## config.mk

```make
export PLATFORM = sky130hd
export DESIGN_NAME = duty_slew_ctrl
export DESIGN_NICKNAME = d
export VERILOG_FILES = /design/src/rtl/duty_slew_ctrl.sv
export SDC_FILE = /design/constraint.sdc
export NUM_CORES = 1
export LEC_CHECK = 0
export CAP_MARGIN = 20
export CELL_PAD_IN_SITES_DETAIL_PLACEMENT = 0
export CELL_PAD_IN_SITES_GLOBAL_PLACEMENT = 1
export CORE_MARGIN = 5
export CORE_UTILIZATION = 47
export DETAILED_ROUTE_END_ITERATION = 10
export HOLD_SLACK_MARGIN = 0.03
export PLACE_DENSITY_LB_ADDON = 0.1
export SYNTH_ARGS = -nofsm -noshare
export SYNTH_HDL_FRONTEND = slang
export SYNTH_SLANG_ARGS = --single-unit
export TNS_END_PERCENT = 5
```

## constraint.sdc

```tcl
create_clock -name clk -period 6.5 [get_ports clk]
set_clock_uncertainty 0.1 [all_clocks]
set_input_delay 1.3 -clock clk [delete_from_list [all_inputs] [get_ports clk]]
set_output_delay 1.3 -clock clk [all_outputs]
set_load 0.02 [all_outputs]
```

## src/rtl/duty_slew_ctrl.sv

```systemverilog
// duty_slew_ctrl
//   Sits in front of the PWM generator. It turns a signed speed command into an
//   unsigned offset-binary duty word. The target is clamped to a safe window.
//   The duty moves toward the target by at most STEP per PWM period, and it
//   changes only when PWM_synch pulses. Soft stop ramps the duty back to MID
//   before the block idles. A fault forces MID at once and latches until a
//   clear arrives while the fault input is low.
//
// Ports
//   clk        system clock
//   rst        synchronous reset, active-high
//   en         drive enable (level)
//   spd        signed speed command, two's complement
//   spd_vld    one-cycle strobe that captures spd into the target
//   PWM_synch  one-cycle pulse per PWM period; the only point where duty slews
//   fault      overcurrent/fault indication (level)
//   fault_clr  one-cycle strobe that clears a latched fault
//   duty       registered duty word to the PWM
//   at_target  registered: running and duty equals target
//   faulted    registered: fault state is latched
module duty_slew_ctrl #(
  parameter int                  DATA_W   = 11,
  parameter logic [DATA_W-1:0]   MID      = 11'd1024,
  parameter logic [DATA_W-1:0]   DUTY_MIN = 11'd48,
  parameter logic [DATA_W-1:0]   DUTY_MAX = 11'd2000,
  parameter logic [DATA_W-1:0]   STEP     = 11'd16
) (
  input  logic              clk,
  input  logic              rst,
  input  logic              en,
  input  logic [DATA_W-1:0] spd,
  input  logic              spd_vld,
  input  logic              PWM_synch,
  input  logic              fault,
  input  logic              fault_clr,
  output logic [DATA_W-1:0] duty,
  output logic              at_target,
  output logic              faulted
);

  typedef enum logic [1:0] {
    S_OFF   = 2'd0,
    S_RUN   = 2'd1,
    S_STOP  = 2'd2,
    S_FAULT = 2'd3
  } state_t;

  state_t            state_p0;
  state_t            next_state;
  logic [DATA_W-1:0] target_p0;
  logic [DATA_W-1:0] next_target;
  logic [DATA_W-1:0] next_duty;
  logic signed [DATA_W:0] sum_p0;

  // Clamp a 12-bit signed offset-binary value into the legal duty window.
  function automatic logic [DATA_W-1:0] clamp_duty(input logic signed [DATA_W:0] v);
    logic [DATA_W-1:0] r;
    if (v < $signed({1'b0, DUTY_MIN}))
      r = DUTY_MIN;
    else if (v > $signed({1'b0, DUTY_MAX}))
      r = DUTY_MAX;
    else
      r = v[DATA_W-1:0];
    return r;
  endfunction

  // One slew step from cur toward tgt, limited to STEP in magnitude. Both
  // operands are in the clamped window, so cur +/- STEP cannot wrap.
  function automatic logic [DATA_W-1:0] step_toward(input logic [DATA_W-1:0] cur,
                                                    input logic [DATA_W-1:0] tgt);
    logic signed [DATA_W:0] diff;
    logic [DATA_W-1:0]      r;
    diff = $signed({1'b0, tgt}) - $signed({1'b0, cur});
    if (diff > $signed({1'b0, STEP}))
      r = cur + STEP;
    else if (diff < -$signed({1'b0, STEP}))
      r = cur - STEP;
    else
      r = tgt;
    return r;
  endfunction

  // Stage p0: offset-binary conversion of the incoming command
  assign sum_p0 = $signed({spd[DATA_W-1], spd}) + $signed({1'b0, MID});

  always_comb begin
    next_state  = state_p0;
    next_duty   = duty;
    next_target = spd_vld ? clamp_duty(sum_p0) : target_p0;

    if (fault) begin
      // Fault wins over everything and skips the slew limiter.
      next_state = S_FAULT;
      next_duty  = MID;
    end else begin
      case (state_p0)
        S_OFF: begin
          next_duty = MID;
          if (en) next_state = S_RUN;
        end
        S_RUN: begin
          // Slew uses the target held before this edge; a same-cycle
          // spd_vld only lands on the following synch.
          if (PWM_synch) next_duty = step_toward(duty, target_p0);
          if (!en) next_state = S_STOP;
        end
        S_STOP: begin
          if (PWM_synch) next_duty = step_toward(duty, MID);
          if (en)
            next_state = S_RUN;
          else if (next_duty == MID)
            next_state = S_OFF;
        end
        S_FAULT: begin
          next_duty = MID;
          if (fault_clr) next_state = S_OFF;
        end
        default: begin
          next_state = S_OFF;
          next_duty  = MID;
        end
      endcase
    end
  end

  // Stage p1: registered state, target and outputs
  always_ff @(posedge clk) begin
    if (rst) begin
      state_p0  <= S_OFF;
      target_p0 <= MID;
      duty      <= MID;
      at_target <= 1'b0;
      faulted   <= 1'b0;
    end else begin
      state_p0  <= next_state;
      target_p0 <= next_target;
      duty      <= next_duty;
      at_target <= (next_state == S_RUN) && (next_duty == next_target);
      faulted   <= (next_state == S_FAULT);
    end
  end

endmodule

```

==> out/metrics.cfg <==
[run_status]
outcome = finished, final reports clean

[floorplan]
dieArea_um2 = 8880
core_um2 = 6830
fp.dieH_um = 94.2
ioPinCount = 31
core.rowCount = 30
start_util = 0.488
die_w_um = 94.2

[clock_tree]
hold_buffers = 0
cts_htree_levels = 1
path_clk_slew_ns = 0.09
cts_buffers = 3
cts.sinks = 26
clk_latency_ns = 0.27
cts_resized = 0
post_cts_buffers = 0
cts_tree = built
cts_buffer_depth = 2
cts_root_buf = clkbuf_8

[hold_path]
hold_class = flop to flop

[yosys]
synthArstFlopShare = 0
synth_common_cells = 41 x nor2_1, 38 x nand2_1, 29 x inv_1
synth_area_per_cell_um2 = 7.29
synth_top_area_share = 0.156
seq_area_frac_synth = 0.156
ys_ff_latch = 26
yosysMostFrequentCell = nor2_1
synth_cell_type_count = 78
yosysTopAreaCell = dfxtp_1
yosys_warnings = 0
synth_nets = 494
synth_ff_type = dfxtp_1
synthesis.instances = 457
synth_edf_count = 0
synth_area_leaders = dfxtp_1 16%, ha_1 6.8%, nor2_1 4.6%
syn_area_um2 = 3330

[detailed_routing]
wire_per_inst_um = 19.0
wl_mm = 10.7
vias_per_cell = 6.49
drc_errors = 0
vias = 3663
drtIter0Drc = 379
drtPass1Iterations = 5
final_antenna_net_count = 0

[place]
dp_slack_ns = 1.69
placedCellCount = 559
portBuffers = 30
routabilityCongestion = 0.953
placed_cell_area_um2 = 3660
dp_hpwl_mm = 8.28

[pwr]
leakagePower_nw = 1.39
p_per_area_nw_per_um2 = 178
peakVddDrop_v = 0.000142
p_total_mw = 0.664

[finish]
seqCellArea_um2 = 520
fin_nets = 506
drive_gt1_frac = 0.0641
instances_no_fill = 564
multiInputGateArea_um2 = 2600
final_util = 0.546
final_design_area_no_fill_um2 = 3730
area_growth_pct = 11.8
antenna_cells = 0
fillCellCount = 720

[worst_setup_path]
start_kind = flop
critPathSlowestCell = dfxtp_1
crit_chain = inv_1 -> ha_1 -> nand4_1 -> a2111oi_2 -> nor3_1 -> nor2_1 -> nor4_1 -> a21o_1 -> a221o_1 -> a221oi_2 -> xnor2_1 -> or4_1 -> a311oi_1
worstPathMaxFanout = 17
end_kind = flop
crit_type = flop to flop
worstPathRequired_ns = 6.58
cp_slowest_stage_delay_ns = 0.78
cp.buffers_inverters = 1
crit_family = compound AO/OA/AOI/OAI gates
arrival_ns = 4.96

[grt]
grt_max_degree = 24
gr-usage-all-layers = 0.244
grt_pass1_wl_mm = 17.5
first_global_vias = 3424
grt-ovfl-total = 0
antenna_found_initial = 0

[timing]
rsz0062_at_grt = no
fin_ws_ns = 1.63
clock.fmax_mhz = 205
worstMarginPinSlew_ns = 0.919
hold_slack_ns = 0.488
period_minus_slack_ns = 4.87
finalSetupViolations = 0
fin_crit_sh = 0.750
timing.setup.tns_ns = 0
slew_viol_final = 0
hold_viol_final = 0
maxSlewHeadroom = 0.382

[flow_run]
max_cap_viol_count = 0

==> worst register-to-register path, stage by stage, from the launching register on <==
cell and delay, ns:
dfxtp_1 0.78, inv_1 0.25, ha_1 0.49, nand4_1 0.18, a2111oi_2 0.46, nor3_1 0.13
nor2_1 0.45, nor4_1 0.13, a21o_1 0.31, a221o_1 0.38, a221oi_2 0.42, xnor2_1 0.11
or4_1 0.40, a311oi_1 0.21
==> cells in the final DEF, fill, tap and decap left out, drive strengths merged, types with 14 or more instances in the layout <==
master / instances
a21oi: 22
clkdlybuf4s50: 30
dfxtp: 26
ha: 18
inv: 29
mux2i: 14
nand2: 38
nand3: 14
nor2: 42
nor3: 16
o21ai: 25
==> report_power, final <==
group	internal, mW	switching, mW
clock network	0.0541	0.0512
logic	0.150	0.220
registers	0.169	0.0199
==> state kept, by name, indices dropped and copies added (netlist names) <==
register,cells
at_target,1
faulted,1
duty,11
target_p0,11
state_p0,2
==> per-layer routing <==
layer,global-route usage,part of all wire
met5,0,0
met3,0.0240,0.067
met2,0.401,0.46
met1,0.344,0.45
met4,0.0505,0.015
==> logic make-up (layout without fill, tap and decap cells) <==
logic type               Yosys count  after routing  share of synthesized area
XOR/XNOR                          16             16                     0.0420
AND/OR/NAND/NOR                  177            177                      0.281
buffers and inverters             56             67                     0.0649
flip-flops                        26             26                      0.156
multiplexers                      17             17                     0.0522
adder cells (fa/ha/maj)           19             19                     0.0736
AO/OA/AOI/OAI                    146            146                      0.330
==> path summary, 6_finish.rpt <==
check | start | to | slack (ns) | cells after the start
worst max-delay path | duty[6] | at_target | 1.63 | 13
worst min-delay path | target_p0[0] | duty[0] | 0.49 | 2
worst max register to register | duty[6] | at_target | 1.63 | 13
worst min register to register | target_p0[0] | duty[0] | 0.49 | 2
==> layout make-up <==
class	count	share of cell area
timing repair buffer	33	0.0866
multi-input combinational	375	0.697
clock buffer	4	0.0148
inverter	30	0.0302
tap	96	0.0322
sequential	26	0.140
Note: power is estimated with default switching activity, not from simulation.
==> patch (config.mk and constraints unchanged) <==
Encoding of `state_t`: now one-hot (4 bits for 4 states).
--- a/src/rtl/duty_slew_ctrl.sv
+++ b/src/rtl/duty_slew_ctrl.sv
@@ -38,11 +38,11 @@
   output logic              faulted
 );
 
-  typedef enum logic [1:0] {
-    S_OFF   = 2'd0,
-    S_RUN   = 2'd1,
-    S_STOP  = 2'd2,
-    S_FAULT = 2'd3
+  typedef enum logic [3:0] {
+    S_OFF   = 4'b0001,
+    S_RUN   = 4'b0010,
+    S_STOP  = 4'b0100,
+    S_FAULT = 4'b1000
   } state_t;
 
   state_t            state_p0;
Check against the original RTL: same outputs for any inputs over 4 cycles, from zero or initial values and one cycle with rst high; so few cycles prove little.
==> patch against the original RTL <==
- synthesized cell count rose by 7.4%
- final cell count grew 6.2%
- sequential cell count up 2
- global-route usage grew 0.36 points
- die area rose by 2.1%
- sequential share of layout area increased by 0.75 points
- routed wire length increased by 4.1%
- setup slack lost 280 ps
- area after synthesis is 2.4% higher
- cell area is 2.2% higher
- largest cell class unchanged
- highest routed layer unchanged
Power is not compared: it rests on default switching activity, and its combinational part moved more than twofold at a synthesized area within 25%.
==> patch: results (changes against the original RTL) <==
unique cell type count in the Yosys netlist 75 (-3.8%); slowest cell on the critical path dfxtp_1; Gates resized, CTS repair 0 (unchanged); vias in the first global route 3517 (+2.7%); worst-skew pair later-pin latency roughly 280 ps; layout cells sized above 1 5.40% (-1.0 points); post-DR vias/cell 6.47 (-0.39%); Nets 534 (+5.5%); post-CTS setup repair buffer count 0 (unchanged); leakage power 1.39 nW; drt total wl 11.2 mm (+4.1%); maximum number of pins on one net before global-route repair 29 (+21%); Area contributors post-synth dfxtp_1 16%, nor2_1 6.4%, nand2_1 5.2%; Synth area leader dfxtp_1; number of buffers created by CTS 3 (unchanged); worst-path maximum fanout 24 (+7); Antenna diodes 0 (unchanged); Placer Congestion 0.979 (+2.7%); clk buf depth 2 (unchanged); syn avg cell area 6.95 µm² (-4.7%); Cell Area, Placed 3750 µm² (+2.4%); Final TNS setup 0 ps (unchanged); status complete, no violations; initial antenna violation count 0 (unchanged); Post-synth top cells 58 x nor2_1, 47 x nand2_1, 31 x o21ai_0, 30 x a21oi_1, 28 x dfxtp_1; Worst path top cell family by delay compound AO/OA/AOI/OAI gates; CTS clk-pin slew, worst paths 100 ps; Critical Path AT 5230 ps (+270 ps); post-synthesis net count 524 (+6.1%); dpl ws 1480 ps (-210 ps); CTS H-tree depth 1 (unchanged); hpwl dp 8.53 mm (+3.0%); Hold/Removal Path Class register to register; global-route wire length before repair 17.9 mm (+1.8%); Placed Cells 595 (+6.4%); GRT Total Usage 24.7% (+0.36 points); Worst IR Drop VDD 0.114 mV; Root Driver clkbuf_8; Syn. warnings 0 (unchanged); initial DRC count 340 (-10%); largest registers duty: 11 flops, target_p0: 11 flops, state_p0: 4 flops; Seq/Total Area, Yosys 16.4% (+0.81 points); IO Port Bufs 30 (unchanged); Overflow after GRT 0 (unchanged); slowest stage delay, CP 870 ps (+90 ps); Detailed Routing Iterations Pass 1 5 (unchanged); worst relative slew slack 44.2% (+6.0 points); ys async rst share 0% (unchanged); detailed-route via count 3875 (+5.8%)
==> patch: final timing paths <==
path	depth (start not counted)	startpoint	end	slack [ps]
max	13	duty[6]	at_target	1350
min	2	state_p0[2]	state_p0[2]	510
max reg2reg	13	duty[6]	at_target	1350
min reg2reg	2	state_p0[2]	state_p0[2]	510
==> patch: logic make-up (layout without fill, tap and decap cells) <==
kind of cell    Yosys count  after routing  share of synthesized area [%]
compound gates          159            159                           33.2
xor+xnor                 15             15                           3.85
fa+ha+maj                15             15                           5.72
buf+inv                  53             62                           6.08
flops                    28             28                           16.4
mux                      12             12                           3.59
simple gates            209            209                           31.1
==> patch: where the power goes <==
part,internal (mW),switching (mW)
clock network,0.0543,0.0567
registers,0.177,0.00918
logic,0.0705,0.0990
total,0.302,0.165
==> patch: final cells by class <==
cell class	instances	area, µm²
clock buffer	4	55.1
fill	727	3370
inverter	23	86.3
multi-input combinational	410	2650
sequential	28	561
tap	99	124
timing repair buffer	35	338
==> patch: tightest hold or removal path, cell delays in order, from the launching register on <==
cell,delay (ps)
dfxtp_1,390
nand3b_1,120
a21oi_1,60
==> patch: per-layer routing <==
layer  up-vias  GRT usage (%)  wire, µm
met2       168           40.1      5080
met5         -              0         0
met4         0           4.57       140
met1      1825           35.7      5190
li1       1864              -         -
met3        18           2.53       741
